--- src/rtl/drum_pkg.sv ---
// Shared DRUM datapath definitions: default widths, the shift-width rule
// and the mantissa/shift result bundle used by the core and product shifter.
package drum_pkg;

  localparam int N_DEF = 16;
  localparam int K_DEF = 6;

  function automatic int sw_of(input int n);
    return (n > 1) ? $clog2(n) : 1;
  endfunction

  localparam int SW_DEF = sw_of(N_DEF);

  typedef struct packed {
    logic [K_DEF-1:0]  mant;
    logic [SW_DEF-1:0] shift;
    logic              zero;
  } drum_res_t;

endpackage

--- src/rtl/drum_steer_pipe_onehot_enc.sv ---
// One-hot to binary index encoder; reports the highest set bit and
// flags vectors carrying more than one set bit.
module onehot_enc
  import drum_pkg::*;
#(
  parameter int N  = N_DEF,
  parameter int SW = sw_of(N)
) (
  input  logic [N-1:0]  vec,
  output logic [SW-1:0] idx,
  output logic          multi
);

  logic seen;

  always_comb begin
    idx   = '0;
    multi = 1'b0;
    seen  = 1'b0;
    for (int i = 0; i < N; i++) begin
      if (vec[i]) begin
        idx   = SW'(i);
        multi = multi | seen;
        seen  = 1'b1;
      end
    end
  end

endmodule

--- src/rtl/drum_steer_pipe.sv ---
// DRUM mantissa steering: encodes the leading-one position and emits the
// truncated K-bit mantissa plus restore shift over a 2-stage pipeline.
module drum_steer_pipe
  import drum_pkg::*;
#(
  parameter int N  = N_DEF,
  parameter int K  = K_DEF,
  parameter int SW = sw_of(N)
) (
  input  logic          clk,
  input  logic          rst,
  input  logic          in_valid,
  output logic          in_ready,
  input  logic [N-1:0]  in_data,
  input  logic [N-1:0]  in_lod,
  output logic          out_valid,
  input  logic          out_ready,
  output logic [K-1:0]  out_mant,
  output logic [SW-1:0] out_shift,
  output logic          out_zero,
  output logic          err_lod
);

  localparam logic [SW:0] KW = (SW+1)'(K);

  logic          s1_valid;
  logic          s1_zero;
  logic [N-1:0]  s1_data;
  logic [SW-1:0] s1_pos;
  logic          s2_valid;
  logic          s1_adv;
  logic          in_fire;
  logic          lod_bad;
  logic [SW-1:0] enc_idx;
  logic          enc_multi;
  logic [K-1:0]  mant_d;
  logic [SW-1:0] shift_d;
  logic [N-1:0]  shifted;

  onehot_enc #(
    .N (N),
    .SW(SW)
  ) u_enc (
    .vec  (in_lod),
    .idx  (enc_idx),
    .multi(enc_multi)
  );

  assign s1_adv    = !s2_valid || out_ready;
  assign in_ready  = !s1_valid || s1_adv;
  assign in_fire   = in_valid && in_ready;
  assign out_valid = s2_valid;

  assign lod_bad = enc_multi
                 | ((in_lod == '0) && (in_data != '0))
                 | ((in_lod != '0) && ((in_lod & in_data) == '0));

  always_ff @(posedge clk) begin
    if (rst) begin
      s1_valid <= 1'b0;
      s1_zero  <= 1'b0;
      s1_data  <= '0;
      s1_pos   <= '0;
    end else if (in_ready) begin
      s1_valid <= in_valid;
      if (in_valid) begin
        s1_data <= in_data;
        s1_pos  <= enc_idx;
        s1_zero <= (in_lod == '0);
      end
    end
  end

  // Window starts at the leading one; short operands pass through exactly.
  always_comb begin
    mant_d  = '0;
    shift_d = '0;
    shifted = '0;
    if (s1_zero) begin
      mant_d = '0;
    end else if ({1'b0, s1_pos} < KW) begin
      mant_d = s1_data[K-1:0];
    end else begin
      shift_d = s1_pos - SW'(K-1);
      shifted = s1_data >> shift_d;
      mant_d  = shifted[K-1:0] | K'(1);
    end
  end

  always_ff @(posedge clk) begin
    if (rst) begin
      s2_valid  <= 1'b0;
      out_mant  <= '0;
      out_shift <= '0;
      out_zero  <= 1'b0;
    end else if (s1_adv) begin
      s2_valid <= s1_valid;
      if (s1_valid) begin
        out_mant  <= mant_d;
        out_shift <= shift_d;
        out_zero  <= s1_zero;
      end
    end
  end

  always_ff @(posedge clk) begin
    if (rst) begin
      err_lod <= 1'b0;
    end else if (in_fire && lod_bad) begin
      err_lod <= 1'b1;
    end
  end

endmodule

--- config.mk ---
export PLATFORM = sky130hd
export DESIGN_NAME = drum_steer_pipe
export DESIGN_NICKNAME = d
export VERILOG_FILES = /design/src/rtl/drum_pkg.sv /design/src/rtl/drum_steer_pipe_onehot_enc.sv /design/src/rtl/drum_steer_pipe.sv
export SDC_FILE = /design/constraint.sdc
export NUM_CORES = 1
export LEC_CHECK = 0
export CAP_MARGIN = 20
export CORE_ASPECT_RATIO = 1.4
export CORE_MARGIN = 5
export CORE_UTILIZATION = 30
export CTS_BUF_LIST = sky130_fd_sc_hd__clkbuf_16
export CTS_CLUSTER_DIAMETER = 50
export CTS_CLUSTER_SIZE = 24
export DETAILED_ROUTE_END_ITERATION = 7
export PLACE_DENSITY_LB_ADDON = 0.15
export SLEW_MARGIN = 20
export SYNTH_ARGS = -nofsm -noshare
export SYNTH_HDL_FRONTEND = slang
export SYNTH_SLANG_ARGS = --single-unit
export TNS_END_PERCENT = 1
--- constraint.sdc ---
create_clock -name clk -period 3.2 [get_ports clk]
set_clock_uncertainty 0.2 [all_clocks]
set_input_delay 0.64 -clock clk [delete_from_list [all_inputs] [get_ports clk]]
set_output_delay 0.64 -clock clk [all_outputs]
set_load 0.01 [all_outputs]
==> results of run 1 <==
sequential cells by signal, summed over array words and instances, names as in the netlist:
signal / flops
s1_valid: 1
s1_pos: 4
s1_data: 16
s1_zero: 1
out_valid: 1
out_shift: 4
out_mant: 6
err_lod: 1
out_zero: 1
power by group:
| group | total [µW] | switching [µW] | leakage (µW) | internal [µW] |
|---|---|---|---|---|
| clock | 450 | 170 | 0.0000701 | 280 |
| sequential | 481 | 21.5 | 0.000288 | 459 |
| combinational | 301 | 153 | 0.000676 | 148 |
cells in the mapped netlist, drive strengths merged (4+ instances only):
cell,instances
clkbuf,6
nor3,13
mux4,6
a211oi,5
o21ai,10
buf,9
a22oi,12
mux2,5
dfxtp,35
nand4,4
inv,6
nor4,12
a21oi,27
nor2,21
mux2i,14
a31oi,4
nand2,45
metal layers:
layer / part of all wire / vias to the layer above / global-route usage
li1: - / 1075 / -
met1: 0.43 / 961 / 0.1899
met2: 0.49 / 75 / 0.2452
met3: 0.049 / 14 / 0.02927
met4: 0.031 / 0 / 0.06874
met5: 0 / - / 0
kinds of logic after synthesis:
kind of cell / share of synthesized area
fa+ha+maj: 0.01486
simple gates: 0.2383
flops: 0.3200
mux: 0.1531
buf+inv: 0.05657
compound gates: 0.1983
xor+xnor: 0.01886
worst paths after layout:
path | startpoint | to | slack (ns) | cells after the start
worst min-delay path | out_mant[2] | out_mant[2] | 0.24 | 2
worst max register to register | s1_pos[1] | out_mant[3] | 0.65 | 8
worst max-delay path | out_ready | in_ready | 0.48 | 4
worst min register to register | out_mant[2] | out_mant[2] | 0.24 | 2
worst register-to-register path: stages, from the launching register on:
cell,delay [ns]
dfxtp_1,0.36
inv_1,0.08
ha_1,0.53
buf_4,0.25
mux2i_1,0.24
mux2i_1,0.11
mux4_2,0.45
mux2i_1,0.15
o21ai_1,0.07
stage by stage:
step                hold WS [ns]  std cells    util  instance area (µm²)  setup slack [ns]
floorplan                 0.2367        264       -                 2190            0.6089
global placement          0.2364        400  0.3791                 2738            0.4253
detailed placement        0.2416        400  0.3791                 2738            0.4111
CTS                       0.2488        408  0.3980                 2874            0.4682
global route              0.2657        408  0.3980                 2874            0.3473
finish                    0.2425        408  0.3980                 2874            0.4774
cell usage in the layout, fill, tap and decap left out, types with 2 or more instances in the layout:
cell             netlist  final
nor3_1                13     13
mux2i_1               14     14
a22oi_1               12     12
o21ai_1                5      5
a211oi_1               5      5
nand2_1               45     45
or3_1                  2      2
a31oi_1                4      4
inv_1                  5      6
buf_4                  1      5
o21ai_0                4      4
mux4_2                 5      5
clkdlybuf4s50_1        0     49
nor4_1                10     10
maj3_1                 2      2
mux2_2                 2      2
nand4_1                4      4
a21oi_1               27     27
nor2b_1                2      2
dfxtp_1               35     35
clkinv_1               0      2
nand3_1                2      2
nor4_2                 2      2
mux2_1                 3      3
nor2_1                21     21
xnor2_2                2      2
clkbuf_16              0      5
o31ai_1                2      2
layout make-up:
class	count	area, µm²
Clock buffer	5	125.1
Clock inverter	3	11.26
Fill cell	799	4348
Inverter	6	22.52
Multi-Input combinational cell	208	1365
Sequential cell	35	700.7
Tap cell	97	121.4
Timing Repair Buffer	54	528.0
==> summary.md, run 1 <==
| Metric | Value |
|---|---|
| Status | finished, final reports clean |
| Crit. End Element | output port |
| Arrival @ worst endpoint | between 1.5 and 2 ns |
| Max frequency | ~0.37 GHz |
| Violation count after the first detailed-route iteration | 58 |
| Slew Viols, Final | 0 |
| WP buf/inv | 2 |
| Final Hold Fails | 0 |
| Post-synth cell types | 51 |
| Grt ovf | 0 |
| CTS resizes | 0 |
| First-pass GRT wire length | approximately 11000 µm |
| EDFF count, synth | 0 |
| Initial core utilization | 0.3032 |
| Post-synthesis cell area | between 2000 and 2500 µm² |
| Worst slew pin tran | 0.8474 ns |
| Cts bufs inserted | 5 |
| Seq/Total Area, Yosys | 0.3200 |
| Initial antenna violation count | 0 |
| Fin Setup TNS | 0 ns |
| Period minus WS final | ~2.7 ns |
| Worst-skew pair later-pin latency | 0.27 ns |
| Leak | between 0.001 and 0.0015 µW |
| HPWL after DPL | 5230 µm |
| Mapped Cells | about 260 |
| Peak VDD IR | 0.1685 mV |
| Post-CTS Hold Buffers | 0 |
| Clock transition at path regs | around 0.050 ns |
| MaxCap Viol Count | 0 |
| Antenna cells | 0 |
| Max incr delay on CP | 0.49 ns |
| Syn Nets | roughly 300 |
| # IOs | 50 |
| Top cell type's share of synthesized area | 0.3200 |
| Critical Path Start Type | primary input |
| Number of H-tree levels | 2 |
| Critical-path top delay cell | clkdlybuf4s50_1 |
| RePlAce Congestion | between 0.9 and 1 |
| Port buffer count | 49 |
| Die width | around 82 µm |
| Synth Warn # | 0 |
| Slew margin rel. | 0.4351 |
| Crit path max-delay family | buffers and inverters |
| Vias in the first global route | 2189 |
| Rows | 37 |
| Via-to-Cell Ratio | roughly 5.2 |
| RSZ-0062 raised after global routing | no |
| Layout cell share with drive strength beyond 1 | 0.08360 |
| Most common cell on crit path | clkdlybuf4s50_1 |
| Crit path kind | in2out |
| Post-Syn Area per Cell | about 8.3 µm² |
| Post-CTS Setup Bufs | 0 |
| Vias | between 2000 and 2500 |
| Flops & latches, synth | 35 |
| Layout net count | 347 |
| Synth Flop Type | dfxtp_1 |
| Largest net degree at the start of global routing | 33 |
| WL final | around 6600 µm |
| Full die area | a little over 9000 µm² |
| CTS max path bufs | 2 |
| Worst-path fanout max | 4 |
| Final ANT Viol Nets | 0 |
| Worst path cell trace | clkdlybuf4s50_1 > nor2b_1 > nand2_1 > clkdlybuf4s50_1 |
| Root Buffer | clkbuf_16 |
| Die Y | roughly 110 µm |
| Asr flop ratio synth | 0 |
| Area leader, netlist | dfxtp_1 |
| Synth area leaders | dfxtp_1, nand2_1, mux2i_1 |
| Tot Pwr | around 1200 µW |
| Final setup violation count | 0 |
| Avg WL per Cell | between 15 and 20 µm |
| PD cells | about 430 nW/µm² |
| Hold WC Path Type | reg2reg |
| CORE AREA | ~7200 µm² |
| DR DRC count | 0 |
| Clock tree sinks | 35 |
| Worst EP required | 2.36 ns |
| GRT Util Overall | 0.1519 |
| CTS tree | yes |
| Tcrit/Tclk final | 0.8508 |
| First-pass DRT Iterations | 4 |
| Area grow syn2layout | 31.26% |
Note: power is estimated with default switching activity, not from simulation.
==> run 2, diff against run 1 <==
--- a/config.mk
+++ b/config.mk
@@ -5,6 +5,7 @@
 export SDC_FILE = /design/constraint.sdc
 export NUM_CORES = 1
 export LEC_CHECK = 0
+export ABC_AREA = 1
 export CAP_MARGIN = 20
 export CORE_ASPECT_RATIO = 1.4
 export CORE_MARGIN = 5
@@ -13,6 +14,7 @@
 export CTS_CLUSTER_DIAMETER = 50
 export CTS_CLUSTER_SIZE = 24
 export DETAILED_ROUTE_END_ITERATION = 7
+export GPL_TIMING_DRIVEN = 0
 export PLACE_DENSITY_LB_ADDON = 0.15
 export SLEW_MARGIN = 20
 export SYNTH_ARGS = -nofsm -noshare
==> summary.md, run 2 <==
| Metric | Value |
|---|---|
| CORE AREA | 7315 µm² |
| Final setup violation count | 0 |
| Final ANT Viol Nets | 0 |
| Worst-skew pair later-pin latency | about 0.28 ns |
| Post-Synth XOR/XNOR Area | 0.01969 |
| Count leader, synth | nand2_1 |
| Final Hold Fails | 0 |
| Top cell type's share of synthesized area | 0.3150 |
| Antenna cells | 0 |
| GRT Util Overall | 0.1462 |
| Fillers | between 800 and 900 |
| CTS resizes | 0 |
| Hold WC Path Type | reg2reg |
| DR DRC count | 0 |
| Period minus WS final | 2.631 ns |
| Layout cell share with drive strength beyond 1 | 0.06280 |
| Critical-path top delay cell | clkdlybuf4s50_1 |
| Arrival @ worst endpoint | 1.79 ns |
| Clock transition at path regs | about 0.060 ns |
| # IOs | 50 |
| Initial core utilization | 0.3041 |
| Top Registers | s1_data: 16 flops, out_mant: 6 flops |
| Synth area leaders | dfxtp_1, nand2_1, o21ai_0 |
| Largest family of logic cells by synthesized area | compound AO/OA/AOI/OAI gates |
| Flops & latches, synth | 35 |
| Most frequent cells after synthesis | nand2_1, inv_1, o21ai_0 |
| Crit path kind | in2out |
| Most frequent cells in the layout | nand2_1, inv_1, clkdlybuf4s50_1, o21ai_0, dfxtp_1 |
| Synth Area in Adders | 0.005624 |
| Vias | 2432 |
| Mapped Cells | around 360 |
| Worst slew pin tran | about 0.5 ns |
| Peak VDD IR | 0.1831 mV |
| Initial antenna violation count | 0 |
| Root Buffer | clkbuf_16 |
| Port buffer count | 48 |
| Max FFs per register | 16 |
| Post-synthesis cell area | 2225 µm² |
| CTS tree | yes |
| Seq/Total Area, Yosys | 0.3150 |
| Slew margin rel. | 0.6727 |
| Vias in the first global route | 2388 |
| Most common cell after layout, fill and taps aside | nand2_1 |
| Status | finished, final reports clean |
| MaxCap Viol Count | 0 |
| PD cells | 429.2 nW/µm² |
| EDFF count, synth | 0 |
| Slew Viols, Final | 0 |
| Most common cell on crit path | clkdlybuf4s50_1 |
| Top Metal Used | met4 |
| Rows | 37 |
| Fin Setup TNS | 0 ns |
| CTS max path bufs | 2 |
| Layout Utilization | 0.4057 |
| Grt ovf | 0 |
| Leak | 0.001236 µW |
| Simple-gate area share of the yosys netlist | 0.2655 |
| Critical Path Start Type | primary input |
| Violation count after the first detailed-route iteration | 155 |
| Area grow syn2layout | 33.41% |
| Post-CTS Setup Bufs | 0 |
| Largest net degree at the start of global routing | 12 |
| Post-synth cell types | 35 |
| Max frequency | ~0.38 GHz |
| Full die area | a little over 9000 µm² |
| Number of H-tree levels | 2 |
| First-pass DRT Iterations | 4 |
| Die width | 82.78 µm |
| Most flops, register | s1_data |
| M1 WL | between 2000 and 3000 µm |
| Syn Nets | just under 400 |
| Post-CTS Hold Buffers | 0 |
| Die Y | approximately 110 µm |
| Layout net count | 450 |
| Portion of netlist area occupied by mux cells | 0 |
| Via-to-Cell Ratio | between 4 and 5 |
| Area leader, netlist | dfxtp_1 |
| RePlAce Congestion | 0.8259 |
| Crit. End Element | output port |
| Met2 wire length | 3435 µm |
| HPWL after DPL | approximately 5400 µm |
| Synth Flop Type | dfxtp_1 |
| Met3 wire length | between 200 and 300 µm |
| RSZ-0062 raised after global routing | no |
| Worst-path fanout max | 3 |
| Tcrit/Tclk final | 0.8221 |
| WL final | about 6400 µm |
| Synth Warn # | 0 |
| Post-Syn Area per Cell | roughly 6.2 µm² |
| Avg WL per Cell | 12.59 µm |
| Worst EP required | about 2.4 ns |
| Worst path cell trace | clkdlybuf4s50_1 > inv_1 > nand3_1 > clkdlybuf4s50_1 |
| Clock tree sinks | 35 |
| Synth Area in Compound Gates | 0.2762 |
| Max incr delay on CP | 0.55 ns |
| Cts bufs inserted | 5 |
| First-pass GRT wire length | approximately 11000 µm |
| Asr flop ratio synth | 0 |
[run 2: cell count changes in the layout (fill, tap and decap cells not counted), moves of 9 or more]
cell      before  now
nor3_1        13    1
inv_1          6   48
nand3_1        2   15
nand2_1       45   87
nor2_1        21   31
a22oi_1       12    3
clkbuf_1       0   10
o21ai_0        4   46
mux2i_1       14    0
[run 2: final timing paths]
| kind | start | endpoint | cells past startpoint | slack (ns) |
|---|---|---|---|---|
| min | err_lod | err_lod | 2 | 0.25 |
| max | out_ready | in_ready | 4 | 0.57 |
| min reg2reg | err_lod | err_lod | 2 | 0.25 |
| max reg2reg | s1_pos[0] | out_mant[4] | 11 | 0.85 |
[run 2: power by group]
| part | total (µW) | switching (µW) | internal, µW |
|---|---|---|---|
| clock | 460 | 177 | 284 |
| combinational | 328 | 192 | 136 |
| sequential | 485 | 20.5 | 465 |
[run 2: final cells by class]
type	count	area [µm²]	share of cell area
inverter	51	196.4	0.06619
timing repair buffer	48	480.5	0.1619
clock inverter	3	16.27	0.005481
buffer	14	66.31	0.02234
tap	97	121.4	0.04089
clock buffer	5	125.1	0.04216
multi-input combinational	258	1261	0.4250
sequential	35	700.7	0.2361
[run 2: metrics by stage]
step / hold WS [ns] / power, µW / area, µm² / std cells / worst slack (ns)
final: 0.2519 / 1274 / 2968 / 511 / 0.5693
after global routing: 0.2743 / 1339 / 2968 / 511 / 0.5118
after CTS: 0.2615 / 1284 / 2968 / 511 / 0.5513
after detailed placement: 0.2533 / 823.9 / 2826 / 503 / 0.5525
after global placement: 0.2423 / 822.1 / 2826 / 503 / 0.5559
after floorplan: 0.2389 / 694.8 / 2225 / 358 / 1.192
[run 2: cells by family after synthesis]
logic type      Yosys count
xor+xnor                  2
buf+inv                  65
compound gates          111
simple gates            144
fa+ha+maj                 1
flops                    35
[run 2: critical path: cells and delay by family]
family        cells  cell delay, ns
buf+inv           3            1.04
simple gates      1            0.10
[run 2: routing by layer]
layer  global-route usage  up-vias
li1                     -     1289
met1               0.1605     1060
met2               0.2693       68
met3              0.02265       15
met4              0.05780        0
met5                    0        -
==> run 3, diff against run 2 <==
==> constraint.sdc (replaced) <==
create_clock -name clk -period 2.7 [get_ports clk]
set_clock_uncertainty 0.2 [all_clocks]
set_input_delay 0.54 -clock clk [delete_from_list [all_inputs] [get_ports clk]]
set_output_delay 0.54 -clock clk [all_outputs]
set_load 0.01 [all_outputs]
==> results of run 3 <==
Same layout as run 2 (identical final DEF). Status: finished, final reports clean.
Main changes from that run: setup slack after placement 0.5525 ns -> 0.1711 ns; setup slack after layout 0.5693 ns -> 0.2693 ns; register-to-register setup slack 0.85 ns -> 0.35 ns; total power 1274 µW -> 1510 µW; worst IR drop on VDD 0.1831 mV -> 0.2170 mV
